## src/rtl/bus_periph_pkg.sv

```systemverilog
// Shared register map, bit positions and state encoding for the CPU-bus interval timer.
package bus_periph_pkg;

  localparam logic [1:0] OFS_CNT_LO = 2'd0;
  localparam logic [1:0] OFS_CNT_HI = 2'd1;
  localparam logic [1:0] OFS_CTRL   = 2'd2;
  localparam logic [1:0] OFS_STATUS = 2'd3;

  localparam int CTRL_EN    = 0;
  localparam int CTRL_CONT  = 1;
  localparam int CTRL_IE    = 2;
  localparam int STATUS_EXP = 0;

  localparam logic [15:0] LATCH_RESET = 16'hFFFF;

  typedef enum logic {
    ST_IDLE = 1'b0,
    ST_RUN  = 1'b1
  } timer_state_t;

endpackage

```

## src/rtl/timer_prescaler.sv

```systemverilog
// Divides PHI_2 by PRESCALE while enabled; tick marks the last cycle of each period.
module timer_prescaler #(
  parameter int PRESCALE = 8,
  parameter int PS_W     = 8
) (
  input  logic PHI_2,
  input  logic RES,
  input  logic en,
  input  logic clr,
  output logic tick
);

  localparam logic [PS_W-1:0] LAST = PS_W'(PRESCALE - 1);

  logic [PS_W-1:0] count;

  // tick is not gated by clr so an expiry on a restart edge is still seen by the top
  assign tick = en && (count == LAST);

  always_ff @(posedge PHI_2) begin
    if (RES) begin
      count <= '0;
    end else if (clr) begin
      count <= '0;
    end else if (en) begin
      if (tick) count <= '0;
      else      count <= count + 1'b1;
    end
  end

endmodule

```

## src/rtl/bus_timer.sv

```systemverilog
// Memory-mapped 16-bit interval timer: bus decode, register file, down-counter and
// active-low interrupt.
module bus_timer
  import bus_periph_pkg::*;
#(
  parameter logic [15:0] BASE_ADDR = 16'hD000,
  parameter int          PRESCALE  = 8,
  parameter int          PS_W      = 8
) (
  input  logic        PHI_2,
  input  logic        RES,
  input  logic [15:0] AB,
  input  logic        RW,
  input  logic [7:0]  DB_W,
  output logic [7:0]  DB_R,
  output logic        SEL,
  output logic        IRQ
);

  timer_state_t state;
  logic [15:0]  latch;
  logic [15:0]  counter;
  logic [7:0]   hi_snap;
  logic         cont;
  logic         ie;
  logic         exp_flag;

  logic [1:0] ofs;
  logic       en;
  logic       wr_lo, wr_hi, wr_ctrl, wr_status, rd_lo;
  logic       ps_clr, tick, expire;

  // Full compare of the upper address bits, so nothing outside the 4-byte window aliases in
  assign SEL = (AB[15:2] == BASE_ADDR[15:2]);
  assign ofs = AB[1:0];
  assign en  = (state == ST_RUN);

  assign wr_lo     = SEL && !RW && (ofs == OFS_CNT_LO);
  assign wr_hi     = SEL && !RW && (ofs == OFS_CNT_HI);
  assign wr_ctrl   = SEL && !RW && (ofs == OFS_CTRL);
  assign wr_status = SEL && !RW && (ofs == OFS_STATUS);
  assign rd_lo     = SEL &&  RW && (ofs == OFS_CNT_LO);

  assign ps_clr = wr_hi || (wr_ctrl && DB_W[CTRL_EN] && !en);
  assign expire = tick && (counter == 16'd0);

  timer_prescaler #(
    .PRESCALE (PRESCALE),
    .PS_W     (PS_W)
  ) u_prescaler (
    .PHI_2 (PHI_2),
    .RES   (RES),
    .en    (en),
    .clr   (ps_clr),
    .tick  (tick)
  );

  always_comb begin
    DB_R = 8'h00;
    if (SEL) begin
      case (ofs)
        OFS_CNT_LO: DB_R = counter[7:0];
        OFS_CNT_HI: DB_R = hi_snap;
        OFS_CTRL:   DB_R = {5'b0, ie, cont, en};
        default:    DB_R = {7'b0, exp_flag};
      endcase
    end
  end

  // Register file, counter and IDLE/RUN state; a CNT_HI load beats a same-edge tick, a set of
  // EXP beats a same-edge clear, and an explicit CTRL write beats the one-shot auto-disable.
  always_ff @(posedge PHI_2) begin
    if (RES) begin
      state    <= ST_IDLE;
      latch    <= LATCH_RESET;
      counter  <= LATCH_RESET;
      hi_snap  <= 8'h00;
      cont     <= 1'b0;
      ie       <= 1'b0;
      exp_flag <= 1'b0;
    end else begin
      if (wr_lo) latch[7:0]  <= DB_W;
      if (wr_hi) latch[15:8] <= DB_W;

      // Snapshot uses the pre-edge count so LO/HI reads form one coherent 16-bit value
      if (rd_lo) hi_snap <= counter[15:8];

      if (wr_hi) begin
        counter <= {DB_W, latch[7:0]};
      end else if (tick) begin
        if (counter == 16'd0) begin
          if (cont) counter <= latch;
        end else begin
          counter <= counter - 16'd1;
        end
      end

      if (expire)                               exp_flag <= 1'b1;
      else if (wr_status && DB_W[STATUS_EXP])   exp_flag <= 1'b0;

      if (wr_ctrl) begin
        state <= DB_W[CTRL_EN] ? ST_RUN : ST_IDLE;
        cont  <= DB_W[CTRL_CONT];
        ie    <= DB_W[CTRL_IE];
      end else begin
        case (state)
          ST_RUN:  if (expire && !cont) state <= ST_IDLE;
          default: state <= ST_IDLE;
        endcase
      end
    end
  end

  // Built only from flops, so the request line cannot glitch on bus activity
  assign IRQ = ~(exp_flag & ie);

endmodule

```

## config.mk

```make
export PLATFORM = sky130hd
export DESIGN_NAME = bus_timer
export DESIGN_NICKNAME = d
export VERILOG_FILES = /design/src/rtl/bus_periph_pkg.sv /design/src/rtl/timer_prescaler.sv /design/src/rtl/bus_timer.sv
export SDC_FILE = /design/constraint.sdc
export NUM_CORES = 1
export LEC_CHECK = 0
export BUFFER_PORTS_ARGS = -buffer_cell sky130_fd_sc_hd__buf_4
export CAP_MARGIN = 40
export CORE_UTILIZATION = 23
export CTS_CLUSTER_DIAMETER = 80
export DETAILED_ROUTE_END_ITERATION = 6
export GPL_ROUTABILITY_DRIVEN = 0
export PLACE_DENSITY_LB_ADDON = 0.05
export SLEW_MARGIN = 20
export SYNTH_ARGS = -nofsm -noshare
export SYNTH_HDL_FRONTEND = slang
export SYNTH_SLANG_ARGS = --single-unit
```

## constraint.sdc

```tcl
create_clock -name PHI_2 -period 4.8 [get_ports PHI_2]
set_input_delay 0.24 -clock PHI_2 [delete_from_list [all_inputs] [get_ports PHI_2]]
set_output_delay 0.24 -clock PHI_2 [all_outputs]
set_load 0.02 [all_outputs]
```

==> impl_metrics.csv <==
group,metric,value,unit
pwr,switching_share,22.1,%
global_routing,use_met2,24.5,%
pwr,vdd_drop_max,115,uV
floorplan,fp.coreArea,12200,um2
setup_path,r2r_slack,2080,ps
placement,hpwl,7.17,mm
logic_synthesis,synth_area,2920,um2
floorplan,die_area,13100,um2
floorplan,rows,40,
clock_tree,cts_resized,0,
routing,drt_pass1_iterations,5,
setup_path,critPathLaunch,"counter[0]$_SDFFE_PP1P_",
logic_synthesis,synth_cells,355,
pwr,p_comb_share,5.4,%
layout,drive_gt1_share,16.1,%
setup_path,r2r-start,"counter[0]$_SDFFE_PP1P_",
worst_hold_path,hp-start,"DB_W[1]",
global_routing,use_met3,2.54,%
timing,setup_viol_count_final,0,
timing,max_freq,0.368,GHz
setup_path,end_kind,"flop",
global_routing,antenna_found_initial,0,
timing,rsz0062_at_grt,"no",
logic_synthesis,async_flop_share,0,%
layout,finish.utilization,28.8,%
logic_synthesis,seq_area_frac_synth,35.7,%
pwr,p_leak,1.29,nW
routing,num_vias,2657,
setup_path,critical_path.max_fanout,14,
routing,viasPerCell,4.85,
layout,area_delta_synth_final,20.1,%
logic_synthesis,synth-seq-cells,52,
logic_synthesis,yosys_warnings,0,
setup_path,crit_arrival,2910,ps
pwr,seq_power_share,48.3,%
logic_synthesis,synth.distinct_cells,60,
pwr,p_int,0.701,mW
clock_tree,cts_max_level,2,
logic_synthesis,synth_top_area_share,35.7,%
routing,drtAntennaViolNets,0,
placement,placed_area,3330,um2
timing,finClkSkew,5.35,ps
layout,diodes,0,
floorplan,die_y,115,um
clock_tree,post_cts_buffers,0,
pwr,finalPower,0.900,mW
routing,drt-initial-drc-count,125,
placement,portBuffers,36,
timing,worst_pin_slew,745,ps
pwr,power_density,257,nW/um2
setup_path,required,4990,ps
flow_run,cap_violations,0,
clock_tree,clk_pin_slew_worst_paths,70,ps
timing,drv_slew,0,
logic_synthesis,ys.flop_type,"dfxtp_1",
placement,placed_cells,539,
global_routing,grt_max_degree,42,
setup_path,crit_type,"reg -> reg",
logic_synthesis,yosys-top-cells-count,"dfxtp_1, nor2_1, nand2_1, a21oi_1, mux2i_1",
clock_tree,cts_tree,"done",
global_routing,top_usage_layer,"met2",
global_routing,grt-ovfl-total,0,
setup_path,start_kind,"flop",
clock_tree,cts_hold_buf,0,
clock_tree,cts.path.max_buffers,2,
layout,nNetsFinal,409,
logic_synthesis,synth_edf_count,0,
logic_synthesis,synth_area_per_cell,8.22,um2
floorplan,die_w,115,um
timing,relSlewSlack,50.2,%
global_routing,track_usage,15.7,%
floorplan,start_util,24.0,%
clock_tree,cts_sinks,52,
run_status,status,"finished, final reports clean",
clock_tree,root_buffer,"clkbuf_16",
pwr,clkPwrFrac,46.3,%
timing,period_share,56.6,%
routing,routed_wl,9.75,mm
logic_synthesis,synth.most_common_cell,"dfxtp_1",
layout,final_area,3500,um2
logic_synthesis,synth_nets,385,
logic_synthesis,netlist_top_cells_area,"dfxtp_1, mux2i_1, nor2_1, nand2_1, a21oi_1",
layout,instances_no_fill,548,
worst_hold_path,hold_path.class,"in -> reg",
routing,drc,0,
timing,final-hold-violation-count,0,
pwr,power.switching,0.199,mW
global_routing,grt_pass1_wl,15.3,mm
clock_tree,clk_latency,290,ps
logic_synthesis,synth_top_area_cell,"dfxtp_1",
timing,min_period,2720,ps
floorplan,io_pins,37,
global_routing,grt_pass1_vias,2640,
timing,finalSetupTns,0,ps
routing,wl_per_cell,17.8,um
global_routing,grtUsageMet1,21.9,%
clock_tree,cts_buffers,5,
## area by class of cell
| class | instances | area (um2) |
|---|---|---|
| Timing Repair Buffer | 41 | 305 |
| Multi-Input combinational cell | 274 | 1760 |
| Fill cell | 1345 | 8660 |
| Clock inverter | 2 | 35.0 |
| Clock buffer | 6 | 129 |
| Inverter | 5 | 18.8 |
| Sequential cell | 52 | 1040 |
| Tap cell | 168 | 210 |
## layer usage
metal,wire [um],share of wire [%],up-vias
li1,-,-,1348
met1,4850,50,1245
met2,4430,45,55
met3,338,3.5,9
met4,125,1.3,0
met5,0,0,-
## worst max-delay path, cell delays in order, from the launching register on
cell and delay [ps]:
dfxtp_1 410, inv_1 140, ha_1 180, nor4b_4 420, nand4_1 680, o31ai_1 490
nor3_1 90, a31o_1 200
## cells by family (layout without fill, tap and decap cells)
family | Yosys count | in the layout | synth area share (%)
compound gates | 66 | 66 | 14.9
fa+ha+maj | 3 | 3 | 1.29
mux | 23 | 23 | 8.37
xor+xnor | 7 | 7 | 2.10
flops | 52 | 52 | 35.7
buf+inv | 29 | 54 | 4.38
simple gates | 175 | 175 | 33.2
## stage by stage
step                      setup WS (ps)  hold WS (ps)
after floorplan                    2810           363
after global placement             1860           429
after detailed placement           2050           433
after CTS                          2050           178
after global routing               1850           183
final                              2080           180
## path summary, 6_finish.rpt
path                                  to  depth (start not counted)
hold / removal     latch[9]$_SDFFE_PP1P_                          3
hold reg to reg   latch[12]$_SDFFE_PP1P_                          2
setup reg to reg           en$_SDFF_PP0_                          7
setup / recovery           en$_SDFF_PP0_                          7
## sequential cells by signal, summed over array words and instances (netlist names)
signal / cells
cont: 1
hi_snap: 8
u_prescaler.count: 8
ie: 1
counter: 16
en: 1
exp_flag: 1
latch: 16
## cells in the final DEF, fill, tap and decap left out, drive strengths merged, types with 4 or more instances in the layout
cell and n:
nand2 37, buf 41, nand4 10, dfxtp 52, nor2 42, xor2 4
o21ai 8, o31ai 5, or3 4, or4 4, nor4b 4, mux2i 21
nor4 13, a21oi 25, nand3 13, clkbuf 6, inv 5, nand2b 4
nor3 22
## power groups by stage
| stage | Sequential, mW | Clock [mW] | Combinational (mW) |
|---|---|---|---|
| 2_1_floorplan | 0.442 | 0 | 0.0254 |
| 5_1_grt | 0.435 | 0.446 | 0.0541 |
| 6_report | 0.435 | 0.417 | 0.0487 |
| 4_1_cts | 0.435 | 0.432 | 0.0497 |
| 3_5_place_dp | 0.445 | 0 | 0.0496 |
| 3_3_place_gp | 0.445 | 0 | 0.0496 |
(Power assumes the default switching activity.)
